<file path="src/rtl/gmul_iterative.sv">
// Iterative GF(2^DWIDTH) multiplier: p = a * b mod (x^DWIDTH + m).
// Consumes BPC bits of b per cycle, LSB first, and stops as soon as the
// remaining multiplier bits are all zero. One operation in flight, with
// valid/ready handshakes on both the operand and the result side.
module gmul_iterative #(
    parameter int unsigned DWIDTH = 8,
    parameter int unsigned BWIDTH = 8,
    parameter int unsigned BPC    = 1
) (
    input  logic              clk,
    input  logic              rst,
    input  logic              clr,
    input  logic              in_valid,
    output logic              in_ready,
    input  logic [DWIDTH-1:0] a,
    input  logic [BWIDTH-1:0] b,
    input  logic [DWIDTH-1:0] m,
    output logic              out_valid,
    input  logic              out_ready,
    output logic [DWIDTH-1:0] p,
    output logic              busy
);

    // Reject configurations the datapath cannot support
    if (DWIDTH < 2) begin : g_bad_dwidth
        $error("gmul_iterative: DWIDTH must be at least 2");
    end
    if (BWIDTH < 1) begin : g_bad_bwidth
        $error("gmul_iterative: BWIDTH must be at least 1");
    end
    if (BPC < 1) begin : g_bad_bpc
        $error("gmul_iterative: BPC must be at least 1");
    end else if ((BWIDTH % BPC) != 0) begin : g_bad_bpc_div
        $error("gmul_iterative: BPC must divide BWIDTH");
    end

    typedef enum logic [1:0] {
        StIdle,
        StRun,
        StDone
    } state_e;

    state_e            state;
    logic [DWIDTH-1:0] a_cur;   // a * x^(bits consumed so far), already reduced
    logic [BWIDTH-1:0] b_sh;    // multiplier bits still to be consumed
    logic [DWIDTH-1:0] m_r;     // reduction polynomial latched at accept
    logic [DWIDTH-1:0] p_acc;   // running partial product

    logic [DWIDTH-1:0] a_step;
    logic [DWIDTH-1:0] p_step;
    logic [BWIDTH-1:0] b_step;

    // Multiply by x and fold the overflow term back in through m
    function automatic logic [DWIDTH-1:0] mul2(input logic [DWIDTH-1:0] x,
                                               input logic [DWIDTH-1:0] poly);
        mul2 = {x[DWIDTH-2:0], 1'b0} ^ (poly & {DWIDTH{x[DWIDTH-1]}});
    endfunction

    // One RUN step: fold in BPC multiplier bits, advancing a_cur by x each bit
    always_comb begin
        a_step = a_cur;
        p_step = p_acc;
        for (int unsigned j = 0; j < BPC; j++) begin
            if (b_sh[j]) begin
                p_step = p_step ^ a_step;
            end
            a_step = mul2(a_step, m_r);
        end
        b_step = b_sh >> BPC;
    end

    // Control FSM with registered handshake outputs and result register
    always_ff @(posedge clk or posedge rst) begin
        if (rst) begin
            state     <= StIdle;
            a_cur     <= '0;
            b_sh      <= '0;
            m_r       <= '0;
            p_acc     <= '0;
            p         <= '0;
            in_ready  <= 1'b1;
            out_valid <= 1'b0;
            busy      <= 1'b0;
        end else if (clr) begin
            // Abort wins over accept and handoff; p keeps its last value
            state     <= StIdle;
            in_ready  <= 1'b1;
            out_valid <= 1'b0;
            busy      <= 1'b0;
        end else begin
            case (state)
                StIdle: begin
                    if (in_valid) begin
                        a_cur    <= a;
                        b_sh     <= b;
                        m_r      <= m;
                        p_acc    <= '0;
                        state    <= StRun;
                        in_ready <= 1'b0;
                        busy     <= 1'b1;
                    end
                end
                StRun: begin
                    a_cur <= a_step;
                    p_acc <= p_step;
                    b_sh  <= b_step;
                    // Always at least one step, even when b is zero
                    if (b_step == '0) begin
                        p         <= p_step;
                        out_valid <= 1'b1;
                        state     <= StDone;
                    end
                end
                StDone: begin
                    if (out_ready) begin
                        out_valid <= 1'b0;
                        in_ready  <= 1'b1;
                        busy      <= 1'b0;
                        state     <= StIdle;
                    end
                end
                default: begin
                    state     <= StIdle;
                    in_ready  <= 1'b1;
                    out_valid <= 1'b0;
                    busy      <= 1'b0;
                end
            endcase
        end
    end

endmodule

</file>
<file path="config.mk">
export PLATFORM = sky130hd
export DESIGN_NAME = gmul_iterative
export DESIGN_NICKNAME = d
export VERILOG_FILES = /design/src/rtl/gmul_iterative.sv
export SDC_FILE = /design/constraint.sdc
export NUM_CORES = 1
export LEC_CHECK = 0
export BUFFER_PORTS_ARGS = -buffer_cell sky130_fd_sc_hd__buf_2
export CAP_MARGIN = 20
export CELL_PAD_IN_SITES_DETAIL_PLACEMENT = 1
export CELL_PAD_IN_SITES_GLOBAL_PLACEMENT = 1
export CORE_AREA = 10 10 95 97
export DETAILED_ROUTE_END_ITERATION = 6
export DIE_AREA = 0 0 105 107
export GPL_ROUTABILITY_DRIVEN = 0
export PLACE_DENSITY = 0.64
export SLEW_MARGIN = 20
export SYNTH_ARGS = -nofsm -noshare
export SYNTH_HDL_FRONTEND = slang
export SYNTH_SLANG_ARGS = --single-unit
export TNS_END_PERCENT = 100
</file>
<file path="constraint.sdc">
create_clock -name clk -period 5 [get_ports clk]
set_input_delay 1 -clock clk [delete_from_list [all_inputs] [get_ports clk]]
set_output_delay 1 -clock clk [all_outputs]
set_load 0.1 [all_outputs]
</file>
* Word-level counts from Yosys, hierarchy flattened
Index checks and enable logic that the tools add are counted.
Cells by class: mux-type cells 23, bitwise gates (word level) 4, reductions and logical operators 9, equality and inequality tests 8
Operators by type and width (count):
- $pmux 8 s2 | 3
- $mux 8 | 4
- $reduce_and 3->1 | 6
- $xor 8x8->8 | 2
- $ne 3x3->1 const B | 3
- $pmux 1 s3 | 3
- $and 8x8->8 | 1
- $logic_not 8->1 | 1
- $mux 1 | 8
- $mux 2 | 4
- $ne 2x2->1 const B | 3
- $pmux 2 s3 | 1
- $eq 2x1->1 const B | 1
- $eq 2x2->1 const B | 1
- $logic_not 2->1 | 1
- $reduce_bool 2->1 | 1
- $not 1->1 | 1
Word-level totals: input bits 29, logic and storage cells 53, output and inout bits 11, flip-flop bits (word level) 45

* Longest topological paths before layout
Gate-level depths: netlist of the first run.
depth in word-level cells 4, mapped depth 7, mapped depth without buffers 4

* Worst setup path after synthesis of the first run
Ideal clock, no wire load.
path type input to register, start point input clr, end point register b_sh[0], cell stages on the path 6, arrival time 2.108 ns, library setup time 0.135 ns, data required time 4.865 ns, path slack 2.756 ns, path buffers 3, cells stage by stage clkbuf_1 -> or3_1 -> clkbuf_1 -> buf_1 -> nand2_1 -> o21ai_0
Between the ends: longest elaborated chain between the ends 2
RTL lines:
- start, declared | RTL line 12 | input logic clr,
- $not 1->1 (no source line)
- $reduce_and 3->1 (no source line)
- end signal, assigned | RTL line 106 | b_sh <= b_step;
- end, declared | RTL line 45 | logic [BWIDTH-1:0] b_sh;
No other way between the ends. A chain may end at the register's enable or synchronous reset.

* Worst setup path in the final report of the first run
start point register in_ready, end point output in_ready
RTL lines:
- start, declared | RTL line 14 | output logic in_ready,
- start signal, assigned | RTL line 81 | in_ready <= 1'b1;
- start signal, assigned | RTL line 87 | in_ready <= 1'b1;
- start signal, assigned | RTL line 99 | in_ready <= 1'b0;
No word-level cell between the ends.

==> flow_summary_export.csv, run 1 <==
group,metric,value,unit
global_routing,grt_pass1_vias,1604,
sta,clock_skew,0.00406,ns
drt,drt_wl_total,4890,um
drt,num_vias,1487,
critical_path,r2r_end,"p[0]",
clocking,cts_hold_buf,0,
clocking,cts_buffers,5,
synthesis,synth_top_area_cell,"dfrtp_1",
floorplanning,initial_core_util,0.295,
global_routing,grt_max_degree,46,
worst_hold_path,holdPathStages,1,
worst_hold_path,hold_class,"register to register",
worst_hold_path,min_to,"p[2]",
sta,fin_tns_setup,0,ns
sta,hold_viol,0,
layout,drive_gt1_frac,0.292,
layout,nNetsFinal,254,
clocking,root_buffer,"clkbuf_8",
critical_path,timing.rr.start,"state[0]",
layout,fin_cells,325,
synthesis,synth_nets,219,
worst_hold_path,hp-start,"p[2]",
floorplanning,die-area,11200,sq um
global_routing,grt_usage,0.0874,
critical_path,start_kind,"register",
critical_path,cp_num_cells,1,
clocking,cts_sinks,45,
drt,viasPerCell,4.58,
critical_path,crit_chain,"buf_2",
sta,finalMaxSlewViolations,0,
critical_path,cp.required,4.00,ns
critical_path,path_buf_inv,1,
synthesis,avgSynthCellArea,11.1,sq um
clocking,clock_path_buffers,2,
pwr,p_per_area,537,nW/um^2
synthesis,yosysMostFrequentCell,"dfrtp_1",
critical_path,worst-setup-path-type,"register to output pin",
synthesis,yosysWarnings,0,
synthesis,synthFlopType,"dfrtp_1",
placement,numPortBuffers,39,
clocking,clkTransAtPathRegs,0.08,ns
pwr,ir_worst_vdd,0.158,mV
floorplanning,num_rows,31,
sta,max_freq,0.440,GHz
critical_path,critPathCaptureType,"output pin",
synthesis,syn_area,2110,sq um
synthesis,synth_cell_types,30,
sta,slew_headroom,0.319,
run,cap_viol_max_count,0,
pwr,leakage,1.15,nW
clocking,clk-insertion-delay-late,0.30,ns
critical_path,critical_path.top_delay_family,"flip-flops",
critical_path,r2r_cells,3,
synthesis,syn_inst,190,
clocking,cts_tree,"built",
global_routing,grt_pass1_wl,8050,um
sta,min_period,2.27,ns
drt,drc,0,
run_status,outcome,"complete, no violations",
synthesis,synth_common_cells,"dfrtp_1 (44), nand2_1 (32), mux2i_1 (16), o21ai_0 (16), mux2_2 (14)",
sta,rsz0062_at_grt,"false",
layout,insertedDiodeCount,0,
synthesis,ys_async_sr_fraction,1.00,
floorplanning,die_w,105,um
global_routing,grt_antenna_before_repair,0,
sta,worst_hold_slack,0.506,ns
synthesis,synth_top_cell_area_share,0.523,
sta,setup_viol_count_final,0,
layout,syn_to_final_growth,17.0,%
critical_path,crit_arrival,1.27,ns
synthesis,synth_seq_cells,45,
drt,drtIter0Drc,62,
critical_path,slowest_stage,"dfstp_2",
critical_path,critPathMaxStageDelay,0.55,ns
synthesis,synth_seq_area_share,0.535,
sta,worst_pin_slew,1.02,ns
synthesis,synth_area_leaders,"dfrtp_1 (52%), mux2i_1 (7.6%), mux2_2 (7.5%), nand2_1 (5.7%), xnor2_1 (5.0%)",
clocking,cts_setup_buffers,0,
drt,ant_nets,0,
placement,hpwlAfterDp,3610,um
floorplanning,num_io_pins,40,
floorplanning,die_h,107,um
clocking,cts_resized,0,
drt,dr.pass1.iters,4,
clocking,h-tree-depth,2,
floorplanning,coreArea,7140,sq um
critical_path,r2r_slack,2.89,ns
critical_path,crit_fanout,3,
drt,wl_per_cell,15.0,um
sta,fin_crit_sh,0.455,
synthesis,synth_edf_count,0,
pwr,p_total,1.32,mW
global_routing,overflow,0,
placement,dp.cells,317,
-- layout make-up --
class,instances,area [sq um]
timing repair buffer,39,195
fill,831,4670
clock buffer,8,80.1
multi-input combinational,129,921
sequential,45,1130
inverter,5,18.8
tap,99,124
-- worst max-delay path by stage --
stage	from	to	slack, ns
5_1_grt	in_ready	in_ready	2.69
4_1_cts	in_valid	a_cur[7]	2.65
6_report	in_ready	in_ready	2.73
2_1_floorplan	clr	b_sh[0]	2.76
3_3_place_gp	in_valid	a_cur[7]	2.35
3_5_place_dp	in_valid	a_cur[7]	2.34
-- kinds of logic after synthesis --
group | Yosys count | share of synthesized area
AOI/OAI and AO/OA | 34 | 0.104
xor gates and xnor gates | 14 | 0.0582
buffers and inverters | 16 | 0.0297
DFF | 45 | 0.535
muxes | 30 | 0.151
and+or+nand+nor | 51 | 0.122
-- through the flow --
| stage | setup WS [ns] | instance area (sq um) | util |
|---|---|---|---|
| after floorplan | 2.76 | 2110 | - |
| after global placement | 2.35 | 2380 | 0.334 |
| after detailed placement | 2.34 | 2380 | 0.334 |
| after CTS | 2.65 | 2460 | 0.345 |
| after global routing | 2.69 | 2470 | 0.346 |
| final | 2.73 | 2470 | 0.346 |
-- power by group --
part           internal (mW)  switching, mW
registers              0.469         0.0925
clock network         0.0996          0.122
logic                  0.166          0.374
-- worst register-to-register path: stages (launching register included) --
cell and delay, ns:
dfrtp_1 0.50, nor2b_2 0.88, nand3_4 0.27, mux2_2 0.35
-- cells in the final DEF, fill, tap and decap left out --
cell      synthesis  routed
dfrtp_1          44      44
o21bai_1          1       1
o22ai_1           2       2
nor2b_2           0       1
clkbuf_1          8       3
nand3_1           1       1
nand2b_1          4       4
o21ai_0          16      16
nor4_4            1       1
and3_1            1       1
clkbuf_8          0       5
xnor2_1          12      12
mux2i_1          16      16
clkinv_1          1       1
dfstp_2           1       1
or4_4             1       1
or3_2             0       1
mux2_2           14      14
o21a_1            1       1
nand3_4           1       1
a21oi_1           6       6
nor3_1            2       2
o41a_1            1       1
nor2_1            5       5
nand2_1          32      32
nor3_2            1       1
inv_1             4       3
a32o_1            7       7
inv_2             0       1
xor2_1            2       2
buf_2             2      39
-- flip-flops by register name, indices dropped and copies added (netlist names) --
register,flops
p,8
in_ready,1
b_sh,8
p_acc,8
out_valid,1
state,2
a_cur,8
m_r,8
busy,1
-- per-layer routing --
layer / share of wire / GRT usage / routed length [um]
met1: 0.50 / 0.114 / 2460
met2: 0.46 / 0.137 / 2240
met3: 0.029 / 0.0246 / 141
met4: 0.012 / 0.0294 / 57
met5: 0 / 0 / 0
Note: power is estimated with default switching activity, not from simulation.
==> inputs of run 2 (changes only) <==
==> constraint.sdc (replaced) <==
create_clock -name clk -period 2.2 [get_ports clk]
set_input_delay 0.44 -clock clk [delete_from_list [all_inputs] [get_ports clk]]
set_output_delay 0.44 -clock clk [all_outputs]
set_load 0.1 [all_outputs]
==> run 2 against run 1 <==
  * Sequential power is 130% higher
  * Via count is 2.4% higher
  * Non-clock buffer count is 7 higher
  * Largest cell class unchanged
  * Global-route usage is 0.79 points higher
  * Final cell count is 1.8% higher
  * Register-to-register slack worse by 2.6 ns
  * Flip-flop and latch count stayed put
  * Final area is 3.0% higher
==> flow_summary_export.csv, run 2 (synthesis results as in run 1) <==
group,metric,value,unit
run_status,outcome,"complete, no violations",
pwr,ir_worst_vdd,0.389,mV
global_routing,grt_usage,0.0953,
pwr,p_per_area,1240,nW/um^2
sta,worst_pin_slew,0.521,ns
sta,worst_hold_slack,0.177,ns
clocking,root_buffer,"clkbuf_8",
layout,layout_commonest_cell,"dfrtp_1",
placement,numPortBuffers,39,
critical_path,timing.rr.start,"b_sh[4]",
floorplanning,num_io_pins,40,
sta,clock_skew,0.00741,ns
layout,drive_gt1_frac,0.319,
sta,rsz0062_at_grt,"false",
sta,fin_tns_setup,0,ns
floorplanning,die-area,11200,sq um
clocking,cts_buffers,5,
clocking,cts_tree,"built",
clocking,cts_hold_buf,0,
floorplanning,coreArea,7140,sq um
drt,drtIter0Drc,39,
clocking,cts_setup_buffers,0,
drt,ant_nets,0,
floorplanning,die_h,107,um
sta,max_freq,0.526,GHz
critical_path,start_kind,"register",
global_routing,overflow,0,
layout,syn_to_final_growth,20.6,%
drt,viasPerCell,4.60,
critical_path,worst-setup-path-type,"register to register",
drt,dr.pass1.iters,4,
sta,finalMaxSlewViolations,0,
clocking,clkTransAtPathRegs,0.09,ns
critical_path,crit_arrival,2.09,ns
layout,nNetsFinal,261,
global_routing,grt_pass1_vias,1748,
global_routing,grt_antenna_before_repair,0,
clocking,cts_sinks,45,
sta,slew_headroom,0.652,
clocking,clk-insertion-delay-late,0.30,ns
critical_path,r2r_slack,0.30,ns
sta,min_period,1.90,ns
critical_path,r2r_end,"p[4]",
clocking,cts_resized,0,
sta,fin_crit_sh,0.864,
layout,num-fill-cells,853,
critical_path,crit_fanout,8,
layout,layout_common_cells,"dfrtp_1 (44), buf_2 (39), nand2_1 (32)",
floorplanning,initial_core_util,0.295,
global_routing,grt_max_degree,40,
drt,drc,0,
floorplanning,num_rows,31,
worst_hold_path,hold_class,"primary input to async pin",
critical_path,r2r_cells,4,
drt,wl_per_cell,15.5,um
sta,setup_viol_count_final,0,
global_routing,grt_pass1_wl,8700,um
run,cap_viol_max_count,0,
layout,insertedDiodeCount,0,
clocking,h-tree-depth,2,
clocking,clock_path_buffers,2,
layout,utilization,0.356,
pwr,leakage,1.20,nW
floorplanning,die_w,105,um
critical_path,critPathCaptureType,"register",
drt,drt_wl_total,5130,um
critical_path,cp.required,2.39,ns
drt,num_vias,1523,
sta,hold_viol,0,
placement,hpwlAfterDp,3820,um
run 2: stage by stage:
step | cells | power, mW | setup slack (ns) | area [sq um]
floorplan | 190 | 2.28 | 0.468 | 2110
global placement | 324 | 2.54 | 0.351 | 2440
detailed placement | 324 | 2.58 | 0.296 | 2440
CTS | 331 | 3.19 | 0.283 | 2540
global route | 331 | 3.34 | 0.228 | 2540
finish | 331 | 3.14 | 0.299 | 2540
run 2: area by class of cell:
| cell class | instances | area, sq um | area share |
|---|---|---|---|
| sequential | 45 | 1130 | 0.444 |
| multi-input combinational | 129 | 920 | 0.362 |
| timing repair buffer | 46 | 248 | 0.0975 |
| tap | 99 | 124 | 0.0487 |
| clock inverter | 2 | 35.0 | 0.0138 |
| clock buffer | 5 | 68.8 | 0.0271 |
| inverter | 5 | 18.8 | 0.00739 |
run 2: where the power goes:
| part | switching [mW] | internal (mW) | total [mW] |
|---|---|---|---|
| logic | 0.864 | 0.393 | 1.26 |
| registers | 0.213 | 1.07 | 1.28 |
| clock network | 0.274 | 0.330 | 0.604 |
| total | 1.35 | 1.79 | 3.14 |
run 2: critical path, stage by stage (launching register included):
cell and delay, ns:
dfrtp_1 0.40, or4_4 0.56, nor4_4 0.32, nand3_4 0.20, mux2_2 0.32
run 2: worst max-delay path by stage:
stage | from | to | cells past startpoint
finish | b_sh[4] | p[4] | 4
global route | b_sh[4] | p[0] | 4
CTS | b_sh[4] | p[4] | 4
detailed placement | b_sh[4] | p[4] | 4
global placement | b_sh[4] | p[5] | 4
floorplan | b_sh[4] | p[0] | 4
run 2: routing by layer:
metal	global-route usage	up-vias	wire, um
li1	-	736	-
met1	0.113	754	2440
met2	0.163	28	2440
met3	0.0263	5	180
met4	0.0324	0	72
met5	0	-	0
==> inputs of run 3 (changes only) <==
==> constraint.sdc (replaced) <==
create_clock -name clk -period 2.4 [get_ports clk]
set_input_delay 0.48 -clock clk [delete_from_list [all_inputs] [get_ports clk]]
set_output_delay 0.48 -clock clk [all_outputs]
set_load 0.1 [all_outputs]
==> run 3 against run 2 <==
  * Sequential share of layout area is 0.51 points higher
  * Combinational power is 9.5% lower
  * Sequential power decreased by 9%
  * Clock skew barely moved
  * Final cell count down 0.30%
  * Worst setup slack improved by 0.24 ns
==> flow_summary_export.csv, run 3 (synthesis results as in run 1) <==
group,metric,value,unit
run_status,outcome,"complete, no violations",
pwr,p_per_area,1110,nW/um^2
critical_path,crit_arrival,2.04,ns
run,cap_viol_max_count,0,
drt,wl_met3,217,um
critical_path,worst-setup-path-type,"register to register",
floorplanning,num_rows,31,
layout,layout_commonest_cell,"dfrtp_1",
sta,rsz0062_at_grt,"false",
floorplanning,die-area,11200,sq um
placement,dpl_cell_area,2420,sq um
clocking,h-tree-depth,2,
critical_path,timing.rr.start,"b_sh[4]",
sta,max_freq,0.539,GHz
floorplanning,die_h,107,um
clocking,cts_resized,0,
drt,viasPerCell,4.51,
layout,nNetsFinal,259,
critical_path,r2r_cells,4,
clocking,cts_buffers,5,
drt,top_layer_used,"met4",
drt,dr_wl_met2,2300,um
clocking,root_buffer,"clkbuf_8",
critical_path,critPathLaunch,"b_sh[4]",
layout,syn_to_final_growth,19.2,%
global_routing,grt_pass1_wl,8420,um
sta,clock_skew,0.00710,ns
global_routing,overflow,0,
drt,wl_per_cell,14.9,um
drt,dr.pass1.iters,4,
sta,fin_tns_setup,0,ns
floorplanning,die_w,105,um
sta,fin_ws,0.544,ns
drt,ant_nets,0,
drt,m1WireLength,2330,um
clocking,cts_hold_buf,0,
floorplanning,num_io_pins,40,
drt,drtIter0Drc,69,
clocking,cts_sinks,45,
placement,numPortBuffers,39,
clocking,clock_path_buffers,2,
sta,min_period,1.86,ns
sta,worst_hold_slack,0.216,ns
pwr,leakage,1.18,nW
layout,insertedDiodeCount,0,
sta,fin_crit_sh,0.773,
sta,finalMaxSlewViolations,0,
clocking,cts_setup_buffers,0,
critical_path,crit_fanout,8,
layout,fin_area,2510,sq um
critical_path,start_kind,"register",
sta,setup_viol_count_final,0,
critical_path,critPathCaptureType,"register",
worst_hold_path,hold_class,"primary input to async pin",
global_routing,grt_pass1_vias,1676,
floorplanning,coreArea,7140,sq um
layout,layout_common_cells,"dfrtp_1 (44), buf_2 (39), nand2_1 (32)",
drt,drc,0,
drt,num_vias,1487,
placement,hpwlAfterDp,3650,um
clocking,clk-insertion-delay-late,0.30,ns
placement,dp_slack,0.522,ns
layout,drive_gt1_frac,0.307,
global_routing,grt_usage,0.0931,
critical_path,r2r_end,"p[1]",
critical_path,critPathCapture,"p[1]",
clocking,clkTransAtPathRegs,0.08,ns
clocking,cts_tree,"built",
sta,slew_headroom,0.643,
sta,worst_pin_slew,0.535,ns
critical_path,cp.required,2.58,ns
sta,hold_viol,0,
global_routing,grt_antenna_before_repair,0,
drt,drt_wl_total,4920,um
pwr,ir_worst_vdd,0.357,mV
critical_path,r2r_slack,0.54,ns
global_routing,grt_max_degree,40,
floorplanning,initial_core_util,0.295,
run 3: cell count changes in the layout (fill, tap and decap cells not counted), sizes merged:
cell,change
clkinv,-1
bufinv,-1
clkbuf,+3
buf,-2
run 3: power by group:
part | leakage, nW | switching [mW] | internal (mW)
registers | 0.571 | 0.194 | 0.977
clock network | 0.0455 | 0.246 | 0.235
logic | 0.561 | 0.781 | 0.355
run 3: final cells by class:
cell class                      instances  area (sq um)
Fill cell                             850          4620
Timing Repair Buffer                   44           233
Sequential cell                        45          1130
Multi-Input combinational cell        129           920
Tap cell                               99           124
Inverter                                5          18.8
Clock buffer                            8          90.1
run 3: worst max-delay path: stages (launching register included):
cell and delay, ns:
dfrtp_1 0.39, or4_4 0.55, nor4_4 0.30, nand3_4 0.19, mux2_2 0.31
run 3: metrics by stage:
step / util / power, mW / cells
after detailed placement: 0.339 / 2.35 / 322
after CTS: 0.352 / 2.84 / 330
after floorplan: - / 2.09 / 190
after global placement: 0.339 / 2.32 / 322
final: 0.352 / 2.79 / 330
after global routing: 0.352 / 2.99 / 330
run 3: worst min path at each step:
stage / endpoint / startpoint / slack [ns] / cells past startpoint
floorplan: p_acc[3] / p_acc[3] / 0.47 / 2
global placement: p_acc[7] / p_acc[7] / 0.48 / 2
detailed placement: p_acc[7] / p_acc[7] / 0.49 / 2
CTS: m_r[1] / rst / 0.24 / 2
global route: busy / rst / 0.26 / 2
finish: busy / rst / 0.22 / 2
run 3: layer usage:
| metal | vias to the layer above | GRT usage |
|---|---|---|
| li1 | 734 | - |
| met1 | 719 | 0.115 |
| met2 | 28 | 0.147 |
| met3 | 6 | 0.0311 |
| met4 | 0 | 0.0353 |
| met5 | - | 0 |
